`src/rtl/counter_prog.sv`:
```
// counter_prog: parametrised up/down counter with load, prescaler,
// wrap/saturate, tc pulse and sticky ovf. Macro COUNTER_PROG_CAPTURE_EN adds cap/cap_out.
module counter_prog #(
  parameter int unsigned      WIDTH    = 64,
  parameter logic [WIDTH-1:0] MAX_VAL  = {WIDTH{1'b1}},
  parameter int unsigned      PRESCALE = 1,
  parameter bit               SATURATE = 1'b0
) (
  input  logic             clock,
  input  logic             rst,
  input  logic             d_en,
  input  logic             up_dn,
  input  logic             load,
  input  logic [WIDTH-1:0] load_val,
  input  logic             clr_ovf,
`ifdef COUNTER_PROG_CAPTURE_EN
  input  logic             cap,
  output logic [WIDTH-1:0] cap_out,
`endif
  output logic [WIDTH-1:0] d_out,
  output logic             tc,
  output logic             ovf
);

  localparam int PW =
    (PRESCALE > 1) ? $clog2(PRESCALE) : 1;

  localparam logic [PW-1:0] PS_LAST =
    PW'(PRESCALE - 1);
  localparam logic [PW-1:0] PS_ZERO = '0;
  localparam logic [PW-1:0] PS_ONE  = PW'(1);

  localparam logic [WIDTH-1:0] ZERO = '0;
  localparam logic [WIDTH-1:0] ONE  = WIDTH'(1);

  logic [PW-1:0]    pre;
  logic [PW-1:0]    pre_next;
  logic             pre_wrap;
  logic             step;
  logic             at_max;
  logic             at_min;
  logic             boundary;
  logic [WIDTH-1:0] load_clamp;
  logic [WIDTH-1:0] up_val;
  logic [WIDTH-1:0] dn_val;
  logic [WIDTH-1:0] step_val;
  logic [WIDTH-1:0] count_next;
  logic             tc_next;
  logic             ovf_next;

  // Prescaler: counts enabled cycles, a step fires on the last phase
  always_comb begin
    pre_wrap = (pre == PS_LAST);
    step     = d_en & pre_wrap & ~load;
    pre_next = pre;
    if (load) begin
      pre_next = PS_ZERO;
    end else if (d_en) begin
      if (pre_wrap) begin
        pre_next = PS_ZERO;
      end else begin
        pre_next = pre + PS_ONE;
      end
    end
  end

  // Candidate step values in both directions with boundary handling
  always_comb begin
    at_max = (d_out == MAX_VAL);
    at_min = (d_out == ZERO);

    if (at_max) begin
      up_val = SATURATE ? MAX_VAL : ZERO;
    end else begin
      up_val = d_out + ONE;
    end

    if (at_min) begin
      dn_val = SATURATE ? ZERO : MAX_VAL;
    end else begin
      dn_val = d_out - ONE;
    end

    step_val = up_dn ? up_val : dn_val;
  end

  // Next count, tc and ovf: load beats step beats hold
  always_comb begin
    if (load_val > MAX_VAL) begin
      load_clamp = MAX_VAL;
    end else begin
      load_clamp = load_val;
    end

    boundary = step & (up_dn ? at_max : at_min);

    count_next = d_out;
    if (load) begin
      count_next = load_clamp;
    end else if (step) begin
      count_next = step_val;
    end

    tc_next  = boundary;
    ovf_next = boundary | (ovf & ~clr_ovf);
  end

  // State register with synchronous active-low reset
  always_ff @(posedge clock) begin
    if (!rst) begin
      d_out <= ZERO;
      pre   <= PS_ZERO;
      tc    <= 1'b0;
      ovf   <= 1'b0;
    end else begin
      d_out <= count_next;
      pre   <= pre_next;
      tc    <= tc_next;
      ovf   <= ovf_next;
    end
  end

`ifdef COUNTER_PROG_CAPTURE_EN
  // Capture the count as it stood before this edge's update
  always_ff @(posedge clock) begin
    if (!rst) begin
      cap_out <= ZERO;
    end else if (cap) begin
      cap_out <= d_out;
    end
  end
`endif

endmodule

```
`config.mk`:
```
export PLATFORM = sky130hd
export DESIGN_NAME = counter_prog
export DESIGN_NICKNAME = d
export VERILOG_FILES = /design/src/rtl/counter_prog.sv
export SDC_FILE = /design/constraint.sdc
export NUM_CORES = 1
export LEC_CHECK = 0
export CELL_PAD_IN_SITES_DETAIL_PLACEMENT = 1
export CELL_PAD_IN_SITES_GLOBAL_PLACEMENT = 1
export CORE_AREA = 3 3 132 134
export CTS_CLUSTER_DIAMETER = 50
export DETAILED_ROUTE_END_ITERATION = 10
export DIE_AREA = 0 0 135 137
export PLACE_DENSITY_LB_ADDON = 0.1
export SLEW_MARGIN = 20
export SYNTH_ARGS = -nofsm -noshare
export SYNTH_HDL_FRONTEND = slang
export SYNTH_SLANG_ARGS = --single-unit
```
`constraint.sdc`:
```
create_clock -name clock -period 9.15 [get_ports clock]
set_clock_uncertainty 0.15 [all_clocks]
set_input_delay 2.2875 -clock clock [delete_from_list [all_inputs] [get_ports clock]]
set_output_delay 2.2875 -clock clock [all_outputs]
set_load 0.005 [all_outputs]
```
# Word-level counts from Yosys, hierarchy flattened
# Index checks and enable logic that the tools add are counted.
[classes]
addsub = 3
mul = 0
div = 0
order_cmp = 1
n_eq_ne = 1
shift = 0
mux = 8
bitwise = 9
n_reduce_logical = 3
[ops]
columns = ["operator", "count"]
rows = [
  ["2-to-1 mux 64 bit", 6],
  ["adder 64 x 1 -> 64 bit (second input constant)", 1],
  ["equality test 64 bit (second input constant)", 1],
  ["> comparator 64 bit (second input constant)", 1],
  ["zero test 64 bit", 1],
  ["subtractor 64 x 1 -> 64 bit (second input constant)", 1],
  ["AND 1 bit", 4],
  ["NOT 1 bit", 4],
  ["2-to-1 mux 1 bit", 2],
  ["nonzero test 2 bit", 1],
  ["OR reduction 2 bit", 1],
  ["adder 1 bit (second input constant)", 1],
  ["OR 1 bit", 1],
]
[word_totals]
reg_bits = 67
latch_bits = 0
ram_bits = 0
romBits = 0
in_bits = 70
out_inout_bits = 66
memories = 0

# Depth between registers and ports, before layout
[logic_depth]
depth_word = 5
depth_mapped = 11
ltp_nobuf = 9

# Worst setup path after synthesis
# OpenSTA, ideal clock, no wires.
[synth_path]
kind = "input port to flip-flop"
startpoint = "input port up_dn"
endpoint = "register d_out[10]"
arrival_ns = 3.889
t_required_ns = 8.877
setup_slack_ns = 4.988
path_stages = 7
path_buffers = 4
cell_sequence = "clkbuf_1 buf_1 clkbuf_1 buf_1 o32ai_1 a221oi_1 nor2_1"
[synth_via]
elab_chain_len = 3
[synth_lines]
columns = ["item", "line_no", "rtl"]
rows = [
  ["start: declaration", "12", "input logic up_dn,"],
  ["2-to-1 mux 64 bit", "84", "step_val = up_dn ? up_val : dn_val;"],
  ["2-to-1 mux 64 bit", "100", "end else if (step) begin"],
  ["2-to-1 mux 64 bit", "98", "if (load) begin"],
  ["end signal: assignment", "116", "d_out <= count_next;"],
  ["end: declaration", "20", "output logic [WIDTH-1:0] d_out,"],
]
# No other way between the ends. The select of a mux whose other input is x is not followed.
# A chain may end at the register's enable or synchronous reset.

# Worst setup path in the final report
[layout_path]
startpoint = "input port up_dn"
endpoint = "register d_out[25]"
# The elaborated chain is that of the path after synthesis.

==> out/results.tsv <==
stage	metric	value	unit
sta	post-route-period-util	50.3	%
critical_path	startpoint_type	primary input	
clocking	cts_hold_buf	0	
sta	rsz0062_at_grt	false	
critical_path	critPathRequiredTime	9.27	ns
layout	antenna_cells	0	
placed_design	gp_congestion	0.915	
route	wire_per_inst	24.1	µm
clocking	clock_sink_count	66	
critical_path	worst_r2r_path_depth	8	
grt	grt_max_degree	74	
critical_path	critPathKind	in -> reg	
route	wl	30100	µm
clocking	clock_path_buffers	2	
run	maxCapViolations	0	
floorplanning	initial_core_util	39.6	%
grt	grt_util_all_layers	32.1	%
critical_path	crit_chain	buf_2 -> inv_1 -> a21oi_2 -> buf_4 -> a211oi_1 -> a211o_1 -> o21ai_0	
floorplanning	die-area	18500	µm²
power_and_ir_drop	p_clk_share	38.1	%
yosys	synth_top_cell_by_area	dfxtp_1	
placed_design	post-place-ws	4.30	ns
grt	antenna_found_initial	0	
power_and_ir_drop	p_int	0.684	mW
route	drc	0	
power_and_ir_drop	leakage	2.71	nW
yosys	synth-adder-area-share	0.578	%
yosys	synth-compound-area-share	30.8	%
yosys	syn_nets	1044	
power_and_ir_drop	cellPowerDensity	126	nW/µm²
yosys	synth.avg_cell_area	6.69	µm²
power_and_ir_drop	swShare	33.6	%
power_and_ir_drop	combPwrFrac	26.1	%
yosys	ys_warn_count	0	
yosys	synthMuxAreaShare	1.43	%
floorplanning	rows	47	
critical_path	cp-end-kind	register	
yosys	synth-edff-count	0	
clocking	cts_resized	0	
worst_hold_path	hold_end	ovf$_SDFF_PN0_	
power_and_ir_drop	seq_power_share	35.8	%
grt	grt_pass1_vias	8210	
grt	grt_pass1_wl	46600	µm
worst_hold_path	hold_class	reg -> reg	
yosys	syn_area	6500	µm²
layout	layout_common_cells	clkdlybuf4s50_1 (133), o21ai_0 (101), nand2_1 (87)	
clocking	cts_inserted_buffers	9	
placed_design	hpwl	20500	µm
floorplanning	die_h	137	µm
placed_design	portBuffers	135	
yosys	synthTopCellsByArea	dfxtp_1 (20%), o21ai_0 (7.8%), clkbuf_1 (5.4%), nor3_1 (5.2%), nand2_1 (5.0%)	
critical_path	cp_data_arrival_time	4.72	ns
clocking	path_clk_slew	0.06	ns
layout	drive_gt1_share	5.83	%
sta	layout_min_cycle_time	4.60	ns
sta	hold_viol_final	0	
route	drt-vias-per-instance	6.68	
critical_path	r2r_end	d_out[38]$_SDFFE_PN0P_	
sta	tns	0	ns
grt	overflow	0	
yosys	ys_types	72	
layout	final_nets	1099	
critical_path	slowest_delay	0.68	ns
critical_path	r2r_start	d_out[7]$_SDFFE_PN0P_	
sta	setup_viol	0	
sta	fin_ws	4.55	ns
critical_path	rrSetupSlack	4.58	ns
power_and_ir_drop	power_switching	0.346	mW
clocking	cts_tree	built	
clocking	postCtsSetupBuffers	0	
floorplanning	fp.dieW	135	µm
yosys	synth_top_area_share	20.3	%
critical_path	cp_slowest_cell	a21oi_2	
yosys	yosysSeqAreaShare	20.3	%
yosys	ys_ff_latch	66	
yosys	yosys_most_used_dff	dfxtp_1	
clocking	cts-root-buf	clkbuf_16	
floorplanning	core_region_area	16400	µm²
route	postRouteAntennaNets	0	
clocking	clock_latency	0.35	ns
sta	fmax	217	MHz
yosys	synth_cells	971	
floorplanning	io_pins	136	
sta	drv_slew	0	
power_and_ir_drop	total_power	1.03	mW
power_and_ir_drop	ir_drop	0.0000877	V
sta	relSlewSlack	29.8	%
yosys	synth_top_family_by_area	simple AND/OR/NAND/NOR gates	
layout	layout_commonest_cell	clkdlybuf4s50_1	
sta	worst_pin_slew	1.04	ns
route	via_count	8348	
clocking	h-tree-depth	3	
yosys	synth-simple-area-share	34.9	%
layout	syn_to_final_growth	25.6	%
critical_path	worstPathMaxFanout	29	
route	dr.pass1.iters	5	
worst_hold_path	hold_path_depth	1	
yosys	async_flop_share	0	%
outcome	status	completed	
route	drt_iter0_markers	894	
worst_hold_path	hp-start	ovf$_SDFF_PN0_	
yosys	synth_xor_area_share	4.18	%
-- metal layers --
metal	GRT usage, %	vias to the layer above	routed length [µm]
li1	-	3780	-
met1	40.8	4079	12600
met2	52.6	394	14000
met3	6.10	95	2350
met4	14.9	0	1190
met5	0	-	0
-- Yosys cell counts (5+ instances only) --
| cell | instances |
|---|---|
| o21ai_0 | 101 |
| clkbuf_1 | 94 |
| nand2_1 | 87 |
| nor3_1 | 68 |
| dfxtp_1 | 66 |
| a21oi_1 | 63 |
| nor2_1 | 60 |
| nand3_1 | 51 |
| nand4_1 | 32 |
| nor4_1 | 31 |
| and3_1 | 22 |
| or3_1 | 21 |
| xnor2_1 | 18 |
| inv_1 | 15 |
| a31oi_1 | 14 |
| xor2_1 | 13 |
| a211o_1 | 11 |
| o21a_1 | 11 |
| o221ai_1 | 10 |
| or4_1 | 10 |
| a211oi_1 | 9 |
| and4_1 | 8 |
| a21o_1 | 7 |
| a221o_1 | 7 |
| buf_1 | 7 |
| mux2i_1 | 7 |
| o211ai_1 | 7 |
| nand2b_1 | 6 |
| a32o_1 | 5 |
| buf_2 | 5 |
| nor2b_1 | 5 |
| nor3b_1 | 5 |
| o211a_1 | 5 |
| o22ai_1 | 5 |
| o31ai_1 | 5 |
-- worst max-delay path by stage --
stage                     startpoint                     end  slack (ns)  cells after the start
6_report                       up_dn  d_out[25]$_SDFFE_PN0P_        4.55                      7
2_1_floorplan                  up_dn  d_out[10]$_SDFFE_PN0P_        4.99                      7
3_3_place_gp                    d_en  d_out[34]$_SDFFE_PN0P_        4.35                      7
4_1_cts                        up_dn  d_out[25]$_SDFFE_PN0P_        4.62                      7
5_1_grt        d_out[7]$_SDFFE_PN0P_  d_out[38]$_SDFFE_PN0P_        4.39                      8
3_5_place_dp                    load  d_out[54]$_SDFFE_PN0P_        4.30                      8
-- through the flow --
step	utilization, %	hold slack [ns]	area (µm²)	std cells
after floorplan	-	0.335	6500	971
after CTS	49.7	0.336	8150	1250
final	49.7	0.332	8160	1250
after detailed placement	47.7	0.323	7830	1235
after global placement	47.7	0.321	7830	1235
after global routing	49.7	0.377	8160	1250
-- area by class of cell --
cell class	instances	area (µm²)
clock inverters	1	30.0
fillers	2120	8250
well taps	220	275
repair buffers	154	1480
multi-input cells	779	4700
inverters	16	60.1
flip-flops and latches	66	1320
clock buffers	14	294
-- sequential cells by signal (all words and copies together) (netlist names) --
| signal | flops |
|---|---|
| d_out | 64 |
| ovf | 1 |
| tc | 1 |
-- power by group through the flow --
stage	Sequential [mW]	Clock, mW	Combinational [mW]
5_1_grt	0.373	0.407	0.292
4_1_cts	0.366	0.395	0.266
6_report	0.368	0.393	0.269
3_5_place_dp	0.372	0	0.264
2_1_floorplan	0.334	0	0.173
3_3_place_gp	0.371	0	0.260
-- worst max-delay path, delay by kind of cell --
kind / cells / cell delay, ns
AOI/OAI and AO/OA: 4 / 1.30
buffers and inverters: 3 / 1.11
-- kinds of logic after synthesis --
logic type | count (synthesis)
compound gates | 306
xor+xnor | 31
fa+ha+maj | 3
buf+inv | 126
flops | 66
mux | 9
simple gates | 430
(Power assumes the default switching activity.)
